**config.mk**
```make
export PLATFORM = sky130hd
export DESIGN_NAME = sha_msg_padder
export DESIGN_NICKNAME = d
export VERILOG_FILES = /design/src/rtl/sha_pad_pkg.sv /design/src/rtl/sha_pad_bytemask.sv /design/src/rtl/sha_msg_padder.sv
export SDC_FILE = /design/constraint.sdc
export NUM_CORES = 1
export LEC_CHECK = 0
export BUFFER_PORTS_ARGS = -buffer_cell sky130_fd_sc_hd__buf_2
export CORE_MARGIN = 4
export CORE_UTILIZATION = 40
export CTS_CLUSTER_SIZE = 16
export DETAILED_ROUTE_END_ITERATION = 10
export HOLD_SLACK_MARGIN = 0.03
export SYNTH_ARGS = -nofsm -noshare
export SYNTH_HDL_FRONTEND = slang
export SYNTH_HIERARCHICAL = 1
export SYNTH_SLANG_ARGS = --single-unit
export TNS_END_PERCENT = 10
```
**constraint.sdc**
```tcl
create_clock -name aclk -period 13.56 [get_ports aclk]
set_clock_uncertainty 0.15 [all_clocks]
set_input_delay 1.356 -clock aclk [delete_from_list [all_inputs] [get_ports aclk]]
set_output_delay 1.356 -clock aclk [all_outputs]
set_load 0.01 [all_outputs]
```
**src/rtl/sha_pad_pkg.sv**
```systemverilog
// Shared definitions for the SHA message padder: FSM states and the
// fixed block geometry used by the padder and its byte-mask helper.
package sha_pad_pkg;

  typedef enum logic [2:0] {
    S_IDLE,
    S_DATA,
    S_PADW,
    S_ZERO,
    S_LEN
  } pad_state_e;

  localparam logic [7:0]  PAD_BYTE      = 8'h80;
  localparam int unsigned BLK_WORDS     = 16;
  localparam logic [3:0]  LEN_IDX_HI    = 4'd14;
  localparam logic [3:0]  LEN_IDX_LO    = 4'd15;
  // Last block position that can still carry fill before the length words.
  localparam logic [3:0]  LAST_FILL_IDX = 4'd13;
  localparam logic [3:0]  BLK_LAST_IDX  = 4'(BLK_WORDS - 1);

endpackage

```
**src/rtl/sha_pad_bytemask.sv**
```systemverilog
// Keeps the first bytes_i MSB-aligned bytes of data_i, places the 0x80 pad
// byte right after them and zeroes the rest. bytes_i == WORD_SIZE/8 passes
// the word through untouched. bytes_i must already be clamped.
module sha_pad_bytemask
  import sha_pad_pkg::*;
#(
  parameter int unsigned WORD_SIZE = 32,
  parameter int unsigned BC_W      = $clog2(WORD_SIZE/8) + 1
) (
  input  logic [WORD_SIZE-1:0] data_i,
  input  logic [BC_W-1:0]      bytes_i,
  output logic [WORD_SIZE-1:0] word_o
);

  localparam int unsigned NB = WORD_SIZE / 8;

  // Per-byte select: data byte, pad byte, or zero.
  always_comb begin
    word_o = '0;
    for (int unsigned i = 0; i < NB; i++) begin
      if (i < 32'(bytes_i)) begin
        word_o[WORD_SIZE-1-8*i -: 8] = data_i[WORD_SIZE-1-8*i -: 8];
      end else if (i == 32'(bytes_i)) begin
        word_o[WORD_SIZE-1-8*i -: 8] = PAD_BYTE;
      end
    end
  end

endmodule

```
**src/rtl/sha_msg_padder.sv**
```systemverilog
// Streaming SHA message padder: passes message words through and appends
// the 0x80 pad byte, zero fill and the big-endian bit length so every
// message leaves as whole 16-word blocks.
module sha_msg_padder
  import sha_pad_pkg::*;
#(
  parameter int unsigned WORD_SIZE = 32,
  parameter int unsigned BC_W      = $clog2(WORD_SIZE/8) + 1
) (
  input  logic                   aclk,
  input  logic                   aresetn,
  input  logic                   clr_i,
  input  logic [2*WORD_SIZE-1:0] len_base_i,
  input  logic [WORD_SIZE-1:0]   s_data_i,
  input  logic [BC_W-1:0]        s_bytes_i,
  input  logic                   s_last_i,
  input  logic                   s_valid_i,
  output logic                   s_ready_o,
  output logic [WORD_SIZE-1:0]   m_data_o,
  output logic                   m_valid_o,
  input  logic                   m_ready_i,
  output logic                   m_blk_end_o,
  output logic                   m_msg_end_o,
  output logic                   busy_o
);

  localparam int unsigned          NB         = WORD_SIZE / 8;
  localparam int unsigned          CW         = 2 * WORD_SIZE;
  localparam logic [BC_W-1:0]      FULL_BYTES = BC_W'(NB);
  localparam logic [WORD_SIZE-1:0] PAD_WORD   = {PAD_BYTE, {(WORD_SIZE-8){1'b0}}};

  pad_state_e           state_q, state_d;
  logic [3:0]           idx_q, idx_d;
  logic [CW-1:0]        bits_q, bits_d;
  logic [WORD_SIZE-1:0] data_q, data_d;
  logic                 valid_q, valid_d;
  logic                 msg_end_q, msg_end_d;
  logic                 busy_q, busy_d;

  logic                 out_hs;
  logic                 slot_free;
  logic                 in_hs;
  logic [3:0]           wr_idx;
  logic [BC_W-1:0]      bytes_eff;
  logic [CW-1:0]        beat_bits;
  logic [WORD_SIZE-1:0] masked_word;

  assign out_hs    = valid_q && m_ready_i;
  assign slot_free = !valid_q || m_ready_i;
  // Block position of the word loaded this cycle: the held word (if any)
  // leaves on this edge, so the new one lands one slot after it.
  assign wr_idx    = idx_q + {3'b000, valid_q};
  assign s_ready_o = ((state_q == S_IDLE) || (state_q == S_DATA)) && slot_free;
  assign in_hs     = s_valid_i && s_ready_o;
  assign beat_bits = CW'(bytes_eff) << 3;

  assign m_data_o    = data_q;
  assign m_valid_o   = valid_q;
  assign m_blk_end_o = valid_q && (idx_q == BLK_LAST_IDX);
  assign m_msg_end_o = msg_end_q;
  assign busy_o      = busy_q;

  // Byte count of the current beat: full word unless last, clamped to a word.
  always_comb begin
    bytes_eff = FULL_BYTES;
    if (s_last_i && (s_bytes_i < FULL_BYTES)) begin
      bytes_eff = s_bytes_i;
    end
  end

  sha_pad_bytemask #(
    .WORD_SIZE (WORD_SIZE),
    .BC_W      (BC_W)
  ) u_bytemask (
    .data_i  (s_data_i),
    .bytes_i (bytes_eff),
    .word_o  (masked_word)
  );

  // Next-state, output-register and counter updates.
  always_comb begin
    state_d   = state_q;
    idx_d     = idx_q;
    bits_d    = bits_q;
    data_d    = data_q;
    valid_d   = valid_q;
    msg_end_d = msg_end_q;
    busy_d    = busy_q;

    if (out_hs) begin
      idx_d   = idx_q + 4'd1;
      valid_d = 1'b0;
      if (msg_end_q) begin
        msg_end_d = 1'b0;
        busy_d    = 1'b0;
      end
    end

    unique case (state_q)
      S_IDLE, S_DATA: begin
        if (in_hs) begin
          bits_d = ((state_q == S_IDLE) ? len_base_i : bits_q) + beat_bits;
          if (state_q == S_IDLE) begin
            busy_d = 1'b1;
          end
          if (!s_last_i) begin
            data_d  = masked_word;
            valid_d = 1'b1;
            state_d = S_DATA;
          end else if ((state_q == S_IDLE) && (s_bytes_i == '0)) begin
            // Empty message: the beat carries nothing, the pad word follows.
            state_d = S_PADW;
          end else if (bytes_eff == FULL_BYTES) begin
            data_d  = masked_word;
            valid_d = 1'b1;
            state_d = S_PADW;
          end else begin
            data_d  = masked_word;
            valid_d = 1'b1;
            state_d = (wr_idx == LAST_FILL_IDX) ? S_LEN : S_ZERO;
          end
        end
      end

      S_PADW: begin
        if (slot_free) begin
          data_d  = PAD_WORD;
          valid_d = 1'b1;
          state_d = (wr_idx == LAST_FILL_IDX) ? S_LEN : S_ZERO;
        end
      end

      S_ZERO: begin
        if (slot_free) begin
          data_d  = '0;
          valid_d = 1'b1;
          if (wr_idx == LAST_FILL_IDX) begin
            state_d = S_LEN;
          end
        end
      end

      S_LEN: begin
        if (slot_free) begin
          valid_d = 1'b1;
          if (wr_idx == LEN_IDX_HI) begin
            data_d = bits_q[CW-1:WORD_SIZE];
          end else begin
            data_d    = bits_q[WORD_SIZE-1:0];
            msg_end_d = (wr_idx == LEN_IDX_LO);
            state_d   = S_IDLE;
          end
        end
      end

      default: state_d = S_IDLE;
    endcase
  end

  // State register with async reset and synchronous soft clear.
  always_ff @(posedge aclk or negedge aresetn) begin
    if (!aresetn) begin
      state_q   <= S_IDLE;
      idx_q     <= '0;
      bits_q    <= '0;
      data_q    <= '0;
      valid_q   <= 1'b0;
      msg_end_q <= 1'b0;
      busy_q    <= 1'b0;
    end else if (clr_i) begin
      state_q   <= S_IDLE;
      idx_q     <= '0;
      bits_q    <= '0;
      data_q    <= '0;
      valid_q   <= 1'b0;
      msg_end_q <= 1'b0;
      busy_q    <= 1'b0;
    end else begin
      state_q   <= state_d;
      idx_q     <= idx_d;
      bits_q    <= bits_d;
      data_q    <= data_d;
      valid_q   <= valid_d;
      msg_end_q <= msg_end_d;
      busy_q    <= busy_d;
    end
  end

endmodule

```
==> impl_metrics.ini <==
[run_status]
outcome = finished clean

[die]
die_x_um = 162
core_area_sq_um = 22900
io_pins = 142
start_util_pct = 41.2
die_y_um = 162
rows = 55
die-area_sq_um = 26100

[cts]
post_cts_resized = 0
tritoncts = built
post_cts_buffers = 0
clockBufferDepth = 2
h-tree-depth = 3
cts-root-buf = clkbuf_16
clk_latency_ns = 0.37
path_clk_slew_ns = 0.09
numCtsBuffers = 9
ctsHoldBuffers = 0
cts_num_sinks = 106

[critical_path]
cp-endpoint = bits_q[55]
reg2reg_slack_ns = 8.40
crit_path_frequent_cell = nand2_1
end_kind = flip-flop
worst-endpoint-arrival_ns = 5.23
critical-path-top-delay-family = simple AND/OR/NAND/NOR gates
critPathMaxStageDelay_ns = 0.67
crit_buf_inv = 2
path_depth = 14
path_class = flip-flop to flip-flop
reg2reg_from = state_q[2]
path_cells = or3_4 > buf_4 > nand2_1 > nand2_1 > ha_1 > inv_1 > fa_1 > nand2b_1 > a2111oi_0 > o22ai_2 > nor3_4 > nand3_1 > o311ai_1 > a21oi_1
reg2reg_depth = 14
startpoint_type = flip-flop
crit_slowest_cell = buf_4
critical_path_peak_fanout = 60
required_ns = 13.63
critPathLaunch = state_q[2]
r2r-end = bits_q[55]

[route]
drtPass1Iterations = 6
drc = 0
post_drt_via_cell_ratio = 6.51
wirelength_um = 37600
drt_iter0_drc = 1437
wire_per_inst_um = 23.2
vias = 10500
ant_nets = 0

[finish]
mostFrequentLayoutCells = nand2_1 (154), buf_2 (140), dfrtp_1 (106)
num_antenna_cells = 0
layout-drive-gt1-share_pct = 18.8
nNetsFinal = 1411
regArea_sq_um = 2650
num-fill-cells = 2321
syn_to_final_growth_pct = 13.0
utilization_pct = 46.6
multi_input_area_sq_um = 6360
final_common_cell = nand2_1
fin_area_sq_um = 10700

[synthesis]
ys_seq_area_share_pct = 28.1
ys_seq_elements = 106
synth_cell_types = 91
synth_nets = 1322
syn_area_per_cell_sq_um = 7.80
syn_area_sq_um = 9440
synth_area_leaders = dfrtp_1 (28%), nand2_1 (6.2%), mux2i_1 (5.0%), a21oi_1 (4.5%), o21ai_0 (4.0%)
async_flop_share_pct = 100
synth_largest_area_cell = dfrtp_1
synth_edf_count = 0
synth_warnings = 6
synth.top_cell.area_share_pct = 28.1
ys.flop_type = dfrtp_1
synthCells = 1210

[worst_hold_path]
hold_path.class = flip-flop to flip-flop

[timing]
rsz0062_at_grt = no
worst_hold_slack_ns = 0.354
period_share_pct = 38.1
setup_tns_ns = 0
max_slew.worst_pin.slew_ns = 1.12
fmax_ghz = 0.194
setup_viol = 0
min_period_ns = 5.16
slew_violations = 0
worst_slack_ns = 8.40
finalHoldViolCount = 0
timing.slew.headroom_pct = 25.3

[place]
place_ws_ns = 8.19
routabilityCongestion = 0.945
placed_area_sq_um = 10400
dp_hpwl_um = 26300
numPortBuffers = 141

[pwr]
combPwrFrac_pct = 53.0
p_int_mw = 0.819
pwr-share-seq_pct = 29.6
p_clk_share_pct = 17.5
p_leak_nw = 4.22
netSwitchingPower_mw = 0.850
vdd_ir_drop_max_mv = 0.129
switching_share_pct = 50.9
power_density_nw_per_um2 = 156

[run]
maxCapViolCount = 0

[global_route]
grt_remaining_overflow = 0
grt_start_max_net_pins = 68
grt_first_pass_wirelength_um = 58100
grt_pass1_vias = 9819
grt_usage_pct = 28.0
antenna_found_initial = 0
[layout make-up]
type / count / area share, %
clock buffer: 9 / 2.11
tap: 313 / 3.67
timing repair buffer: 161 / 8.05
clock inverter: 7 / 0.786
multi-input combinational: 996 / 59.6
inverter: 25 / 0.880
sequential: 106 / 24.9
[routing by layer]
layer  share of wire (%)  up-vias  global-route usage (%)
li1                    -     4780                       -
met1                  43     4998                    40.1
met2                  43      659                    42.0
met3                  11       87                    4.82
met4                 3.9        0                    11.2
met5                   0        -                       0
[metrics by stage]
stage,std cells,power [mW]
global route,1617,1.77
detailed placement,1601,1.36
CTS,1617,1.65
finish,1617,1.67
global placement,1601,1.35
floorplan,1210,1.08
[power by group through the flow]
stage | registers [mW] | logic [mW] | clock network (mW)
after floorplan | 0.470 | 0.612 | 0
final | 0.493 | 0.884 | 0.291
after global routing | 0.502 | 0.965 | 0.306
after detailed placement | 0.495 | 0.868 | 0
after global placement | 0.495 | 0.858 | 0
after CTS | 0.489 | 0.872 | 0.294
[cell families (layout without fill, tap and decap cells)]
| logic type | count (synthesis) | in the layout | share of synthesized area, % |
|---|---|---|---|
| buf+inv | 108 | 202 | 4.80 |
| mux | 66 | 66 | 7.29 |
| xor+xnor | 6 | 6 | 0.557 |
| fa+ha+maj | 7 | 7 | 1.01 |
| flops | 106 | 106 | 28.1 |
| simple gates | 541 | 541 | 31.0 |
| compound gates | 376 | 376 | 27.2 |
[worst min path at each step]
stage,to,startpoint,slack [ns],cells after the start
after global routing,m_data_o[27],m_data_o[27],0.36,1
after detailed placement,m_data_o[8],m_data_o[8],0.34,1
after CTS,m_data_o[9],m_data_o[9],0.36,1
after global placement,m_data_o[22],m_data_o[22],0.33,1
after floorplan,bits_q[29],bits_q[29],0.33,1
final,m_data_o[17],m_data_o[17],0.35,1
[synth_stat cells, drive strengths merged (5+ instances only)]
cell type and n:
nand2 156, dfrtp 106, nor2 100, a21oi 85
o21ai 80, clkbuf 55, nand3 55, mux2i 47
nor3 44, nor4 38, nand4 34, a22o 33
buf 28, nor2b 26, inv 25, a31oi 23
a211oi 21, o22ai 20, mux2 19, o211ai 19
and2 16, o31ai 16, and3 15, nor3b 10
nor4b 8, o311ai 8, o32ai 8, a32o 7
ha 6, or2 6, or4b 6, a21o 5
and2b 5, or3 5, or4 5
[worst register-to-register path: cells and delay by family (launching register included)]
kind | cells | cell delay (ns)
and+or+nand+nor | 6 | 1.59
AOI/OAI and AO/OA | 4 | 1.57
buffers and inverters | 2 | 0.78
adders and majority gates | 2 | 0.56
DFF | 1 | 0.36
[state kept, by name (all words and copies together) (netlist names)]
name         count
bits_q          64
busy_o           1
state_q          3
idx_q            4
m_msg_end_o      1
m_data_o        32
m_valid_o        1
(Power assumes the default switching activity.)
